`config.mk`:
```
export PLATFORM = sky130hd
export DESIGN_NAME = dinosaur_sprite
export DESIGN_NICKNAME = d
export VERILOG_FILES = /design/src/rtl/dinosaur_sprite.sv
export SDC_FILE = /design/constraint.sdc
export NUM_CORES = 1
export LEC_CHECK = 0
export CORE_ASPECT_RATIO = 1.75
export CORE_MARGIN = 2
export CORE_UTILIZATION = 40
export DETAILED_ROUTE_END_ITERATION = 16
export SETUP_SLACK_MARGIN = 0.2
export SLEW_MARGIN = 20
export SYNTH_ARGS = -nofsm -noshare
export SYNTH_HDL_FRONTEND = slang
export SYNTH_SLANG_ARGS = --single-unit
```
`constraint.sdc`:
```
create_clock -name vga_clk -period 4.8 [get_ports vga_clk]
set_input_delay 0.96 -clock vga_clk [delete_from_list [all_inputs] [get_ports vga_clk]]
set_output_delay 0.96 -clock vga_clk [all_outputs]
set_load 0.02 [all_outputs]
```
`src/rtl/dinosaur_sprite.sv`:
```
// dinosaur_sprite: jump physics and 32x32 bitmap pixel source for the VGA stage.
// The jump state (GROUND/RISE/FALL, height, velocity) advances once per frame
// on the rising edge of vs. The pixel output is combinational on the
// registered VGA addresses. Optional macro DINO_LEG_ANIM_EN alternates the leg
// rows every 8 idle frames.
module dinosaur_sprite #(
    parameter int X0         = 64,
    parameter int GROUND_ROW = 400,
    parameter int JUMP_V     = 14
) (
    input  logic       vga_clk,
    input  logic       clrn,
    input  logic [8:0] row_addr,
    input  logic [9:0] col_addr,
    input  logic       rdn,
    input  logic       vs,
    input  logic       jump,
    input  logic       freeze,
    output logic       px_dinosaur,
    output logic [8:0] dino_top,
    output logic       airborne
);

    typedef enum logic [1:0] {
        GROUND = 2'd0,
        RISE   = 2'd1,
        FALL   = 2'd2
    } state_t;

    localparam logic [4:0] JV       = 5'(JUMP_V);
    localparam logic [8:0] TOP_REST = 9'(GROUND_ROW - 32);
    localparam logic [9:0] X_LEFT   = 10'(X0);
    localparam logic [9:0] X_RIGHT  = 10'(X0 + 32);
    localparam logic [4:0] X_LOW    = 5'(X0);

    logic       vs_q;
    logic       tick;
    logic       jump_s1, jump_s2, jump_s3;
    logic       jump_edge;
    logic       pending;
    state_t     state, state_nxt;
    logic [7:0] height, height_nxt;
    logic [4:0] vel, vel_nxt;
    logic       leg_b;

    // Frame tick: one cycle at the rising edge of vertical sync.
    // NOTE: sequential state uses non-blocking (<=) so every flop samples the
    // pre-edge value of its neighbours; blocking here would chain flops together.
    always_ff @(posedge vga_clk or negedge clrn) begin
        if (!clrn) vs_q <= 1'b0;
        else       vs_q <= vs;
    end

    assign tick = vs & ~vs_q;

    // Two-flop synchronizer for the asynchronous button, plus an edge-detect flop.
    always_ff @(posedge vga_clk or negedge clrn) begin
        if (!clrn) begin
            jump_s1 <= 1'b0;
            jump_s2 <= 1'b0;
            jump_s3 <= 1'b0;
        end else begin
            jump_s1 <= jump;
            jump_s2 <= jump_s1;
            jump_s3 <= jump_s2;
        end
    end

    assign jump_edge = jump_s2 & ~jump_s3;

    // Press request: set by a button edge, dropped on every frame tick.
    // A press arriving on the tick cycle itself is kept for the next frame.
    always_ff @(posedge vga_clk or negedge clrn) begin
        if (!clrn)          pending <= 1'b0;
        else if (jump_edge) pending <= 1'b1;
        else if (tick)      pending <= 1'b0;
    end

    // Jump state machine: next state, height and velocity for this frame.
    // NOTE: every output is given its hold value first so no path leaves a
    // variable unassigned, which would otherwise infer a latch.
    always_comb begin
        state_nxt  = state;
        height_nxt = height;
        vel_nxt    = vel;
        if (tick && !freeze) begin
            case (state)
                GROUND: begin
                    if (pending) begin
                        state_nxt = RISE;
                        vel_nxt   = JV;
                    end
                end
                RISE: begin
                    height_nxt = height + {3'b000, vel};
                    if (vel == 5'd1) begin
                        state_nxt = FALL;
                        vel_nxt   = 5'd1;
                    end else begin
                        vel_nxt = vel - 5'd1;
                    end
                end
                FALL: begin
                    if (height <= {3'b000, vel}) begin
                        height_nxt = 8'd0;
                        vel_nxt    = 5'd0;
                        state_nxt  = GROUND;
                    end else begin
                        height_nxt = height - {3'b000, vel};
                        vel_nxt    = (vel >= JV) ? JV : vel + 5'd1;
                    end
                end
                default: begin
                    state_nxt  = GROUND;
                    height_nxt = 8'd0;
                    vel_nxt    = 5'd0;
                end
            endcase
        end
    end

    // State register; dino_top and airborne are derived from the next values
    // so they move in the same cycle as height.
    always_ff @(posedge vga_clk or negedge clrn) begin
        if (!clrn) begin
            state    <= GROUND;
            height   <= 8'd0;
            vel      <= 5'd0;
            dino_top <= TOP_REST;
            airborne <= 1'b0;
        end else begin
            state    <= state_nxt;
            height   <= height_nxt;
            vel      <= vel_nxt;
            dino_top <= TOP_REST - {1'b0, height_nxt};
            airborne <= (state_nxt != GROUND);
        end
    end

`ifdef DINO_LEG_ANIM_EN
    logic [2:0] frame_cnt;
    logic       leg_phase;

    // Idle leg animation: count ground frames, flip the leg phase on wrap.
    always_ff @(posedge vga_clk or negedge clrn) begin
        if (!clrn) begin
            frame_cnt <= 3'd0;
            leg_phase <= 1'b0;
        end else if (tick && !freeze && state == GROUND) begin
            frame_cnt <= frame_cnt + 3'd1;
            if (frame_cnt == 3'd7) leg_phase <= ~leg_phase;
        end
    end

    assign leg_b = leg_phase & (state == GROUND);
`else
    assign leg_b = 1'b0;
`endif

    // Bitmap, MSB is the leftmost pixel. Rows 26-31 are the legs.
    // NOTE: the sprite is a constant lookup, not a storage array, so there is
    // nothing to reset; the pixel is valid straight out of reset.
    function automatic logic [31:0] rom_row(input logic [4:0] r, input logic alt);
        logic [31:0] w;
        w = 32'h0000_0000;
        case (r)
            5'd0:  w = 32'h0000_7FF0;
            5'd1:  w = 32'h0000_FFF8;
            5'd2:  w = 32'h0000_CFF8;
            5'd3:  w = 32'h0000_FFFF;
            5'd4:  w = 32'h0000_FFFF;
            5'd5:  w = 32'h0000_FFF8;
            5'd6:  w = 32'h0000_FC00;
            5'd7:  w = 32'h0000_FFC0;
            5'd8:  w = 32'h0001_FC00;
            5'd9:  w = 32'h8003_FC00;
            5'd10: w = 32'h800F_FC00;
            5'd11: w = 32'hC01F_FF00;
            5'd12: w = 32'hE03F_FD00;
            5'd13: w = 32'hF0FF_FC00;
            5'd14: w = 32'hFFFF_FC00;
            5'd15: w = 32'hFFFF_FC00;
            5'd16: w = 32'h7FFF_FC00;
            5'd17: w = 32'h3FFF_F800;
            5'd18: w = 32'h1FFF_F800;
            5'd19: w = 32'h0FFF_F000;
            5'd20: w = 32'h07FF_E000;
            5'd21: w = 32'h03FF_C000;
            5'd22: w = 32'h01FF_8000;
            5'd23: w = 32'h00FF_0000;
            5'd24: w = 32'h007E_0000;
            5'd25: w = 32'h0066_0000;
            5'd26: w = alt ? 32'h0066_0000 : 32'h0062_0000;
            5'd27: w = alt ? 32'h0046_0000 : 32'h0062_0000;
            5'd28: w = alt ? 32'h0044_0000 : 32'h0042_0000;
            5'd29: w = alt ? 32'h0064_0000 : 32'h0043_0000;
            5'd30: w = alt ? 32'h0006_0000 : 32'h0060_0000;
            5'd31: w = alt ? 32'h0007_0000 : 32'h0070_0000;
            default: w = 32'h0000_0000;
        endcase
        return w;
    endfunction

    logic [9:0]  row_ext, top_ext;
    logic        in_box;
    logic [4:0]  rom_r, rom_c;
    logic [31:0] rom_word;

    // Pixel path: box test in 10-bit unsigned, then a ROM bit lookup.
    // The low five address bits suffice for the offsets once in_box holds.
    always_comb begin
        row_ext     = {1'b0, row_addr};
        top_ext     = {1'b0, dino_top};
        in_box      = (row_ext >= top_ext) && (row_ext < top_ext + 10'd32) &&
                      (col_addr >= X_LEFT) && (col_addr < X_RIGHT);
        rom_r       = row_addr[4:0] - dino_top[4:0];
        rom_c       = col_addr[4:0] - X_LOW;
        rom_word    = rom_row(rom_r, leg_b);
        px_dinosaur = ~rdn & in_box & rom_word[5'd31 - rom_c];
    end

endmodule

```
==> metrics.txt <==
status=finished clean; Routability Congestion=approximately 0.92; total placed instance area=3780 µm²; drt wl/cell=17.9 µm; Worst path slowest cell=fa_2; largest cells by area after synthesis=dfrtp_1 (20%), ha_1 (12%), a21oi_1 (4.6%); Switching Fraction=0.483; total power draw=around 0.0033 W; # DRC=0; sw power=0.00158 W; final hold vios=0; GRT Total Usage=0.234; reg2reg path depth=10; CP Capture Type=output pin; diode count=0; Slew @ Worst Pin=about 0.69 ns; first-pass GRT wire length=about 16 mm; startpoint types=primary input; Final setup viols=0; Post-Syn Area=about 3100 µm²; number of max-cap violations=0; r2r setup slk=1.46 ns; final instance area=4140 µm²; Slew HR=0.532; Synth area leader=dfrtp_1; IO buf count=35; maximum clock rate=between 200 and 250 MHz; Hold Path Stages=0; Hold Startpoint=jump_s1; initial antenna violation count=0; TritonCTS Buffers=5; CP Data Required Time=3.84 ns; Detailed Place HPWL=7.63 mm; synthesis-to-finish area growth=31.9%; First-pass DRT Iterations=4; Max VDD drop=0.346 mV; P per Cell Area=791 nW/µm²; clock sinks=29; Routed WL=9.75 mm; post-route ant nets=0; hold endpoint=jump_s2; clk_lat worst skew=0.28 ns; Final nets=514; Reg-to-Reg End=dino_top[7]; path type of the worst setup path=primary input to output pin; Die Width=~71 µm; Int Pwr=0.00169 W; pin count of the biggest net entering global routing=30; fin crit share=0.944; Starting Density=0.415; core area=7570 µm²; total number of vias=3258; sequential share of power=0.152; Ys Warns=0; Mapped Cells=397; die height=~120 µm; worst hold slack=roughly 0.34 ns; Synthesized Nets=454; Root Driver=clkbuf_16; vias in the first global route=roughly 3.4k; I/O pin count=36; Critical Path Max Stage Delay=0.37 ns; fillcell total=727; Multi-input gate area=2310 µm²; CP arrival=3.57 ns; Setup Skew=0.00558 ns; Synth Flop Type=dfrtp_1; cell mode on critical path=buf_6; top cell type's share of synthesized area=0.199; Distinct cells, synth=67; CTS tree=done; clock share of power=0.092; Register Area=between 700 and 800 µm²; Leak=1.80 nW; crit path max fanout=7; cts hold-fix bufs=0; Tmin final=between 4 and 5 ns; Post-synth EDFFs=0; Clock transition at path regs=0.05 ns; grt ovf=0; RSZ-0062 raised after global routing=yes; HP Class=register to register; Seq/Total Area, Yosys=0.233; Final Slew Violations=0; worst r2r src=vel[1]; flops & latches, synth=29; Clock Path Buffers=2; CP Cell Sequence=buf_6, inv_4, ha_4, inv_2, fa_2, a211oi_4, buf_4, nor3b_4, nor2_4, buf_6, o211ai_1, a31oi_1, a2111oi_2, o311ai_1, o2111a_1, buf_6; Mean Syn Cell Area=7.91 µm²; via/cell ratio=5.97; std cell rows=42; H-tree levels=2; initial drt markers=102; Gate power share=0.756; Die Footprint=about 8600 µm²; Synth async-reset ratio=1.00; layout cells sized above 1=0.207
[worst max-delay path by stage]
stage	from	to	slack, ns
floorplan	row_addr[0]	px_dinosaur	0.40
global placement	row_addr[0]	px_dinosaur	-0.57
detailed placement	row_addr[0]	px_dinosaur	-0.61
CTS	row_addr[3]	px_dinosaur	0.20
global route	row_addr[0]	px_dinosaur	0.11
finish	row_addr[0]	px_dinosaur	0.27
[routing by layer]
metal | global-route usage | wire, µm | up-vias
met4 | 0.157 | 626 | 0
met1 | 0.210 | 3230 | 1558
li1 | - | - | 1557
met5 | 0 | 0 | -
met3 | 0.0208 | 291 | 43
met2 | 0.471 | 5610 | 100
[registers in the layout, indices dropped and copies added (netlist names)]
register	flops
airborne	1
dino_top	8
height	8
jump_s1	1
jump_s2	1
jump_s3	1
pending	1
state	2
vel	5
vs_q	1
[logic make-up (layout without fill, tap and decap cells)]
group / after synthesis / after routing / share of synthesized area
AOI/OAI and AO/OA: 127 / 127 / 0.280
xor gates and xnor gates: 21 / 21 / 0.0610
adders and majority gates: 32 / 32 / 0.135
buffers and inverters: 63 / 124 / 0.0845
DFF: 29 / 29 / 0.233
muxes: 4 / 4 / 0.0127
and+or+nand+nor: 121 / 121 / 0.194
[repair_timing]
action,CTS,global route
buffers inserted,5,0
resized for setup,41,13
endpoints found under the hold margin,0,0
pin swaps,16,12
endpoints found under the setup margin,1,1
[layout make-up]
type / count / area share
multi-input combinational: 305 / 0.557
sequential: 29 / 0.176
timing repair buffer: 80 / 0.173
inverter: 36 / 0.0332
clock buffer: 5 / 0.0302
tap: 88 / 0.0266
clock inverter: 3 / 0.00423
[placed cells by master (no fill, tap or decap), drive strengths merged, types with 4 or more instances in the layout]
cell / synthesis / layout
dfrtp: 25 / 25
nor2b: 5 / 5
nand2: 34 / 34
xnor2: 17 / 17
nand2b: 7 / 7
dfstp: 4 / 4
o22ai: 5 / 5
a21o: 5 / 5
a31oi: 8 / 8
buf: 11 / 47
o21ai: 30 / 30
o211ai: 7 / 7
clkbuf: 16 / 6
mux2i: 4 / 4
a21oi: 29 / 29
nand3: 11 / 11
nor2: 29 / 29
inv: 36 / 36
o31ai: 4 / 4
nor4: 4 / 4
nand4: 4 / 4
clkdlybuf4s50: 0 / 30
nor3: 5 / 5
xor2: 4 / 4
o221ai: 5 / 5
ha: 29 / 29
a2111oi: 5 / 5
a311oi: 4 / 4
and3: 4 / 4
[worst max-delay path, delay by kind of cell]
kind	cells	cell delay, ns
buf+inv	6	0.60
simple gates	2	0.24
fa+ha+maj	2	0.49
compound gates	6	1.28
[cell usage after synthesis (4+ instances only)]
master,n
inv_1,36
nand2_1,34
a21oi_1,29
ha_1,29
o21ai_0,29
nor2_1,28
dfrtp_1,25
xnor2_1,16
clkbuf_1,15
nand3_1,11
a31oi_1,7
buf_2,7
nand2b_1,7
o211ai_1,6
a2111oi_0,5
a21o_1,5
nor2b_1,5
nor3_1,5
o221ai_1,5
o22ai_1,5
a311oi_1,4
and3_1,4
dfstp_2,4
mux2i_1,4
nand4_1,4
nor4_1,4
xor2_1,4
[power by group through the flow]
stage / sequential, W / combinational, W / clock, W
2_1_floorplan: 0.000452 / 0.00146 / 0
3_3_place_gp: 0.000495 / 0.00216 / 0
3_5_place_dp: 0.000497 / 0.00218 / 0
4_1_cts: 0.000494 / 0.00239 / 0.000311
5_1_grt: 0.000517 / 0.00271 / 0.000319
6_report: 0.000498 / 0.00248 / 0.000302
[stage by stage]
stage	setup slack [ns]	util	std cells	TNS, ns
final	0.269	0.547	546	0
after floorplan	0.404	-	397	0
after CTS	0.200	0.540	546	0
after global placement	-0.570	0.500	533	-0.570
after detailed placement	-0.606	0.500	533	-0.606
after global routing	0.112	0.547	546	0
(Power assumes the default switching activity.)
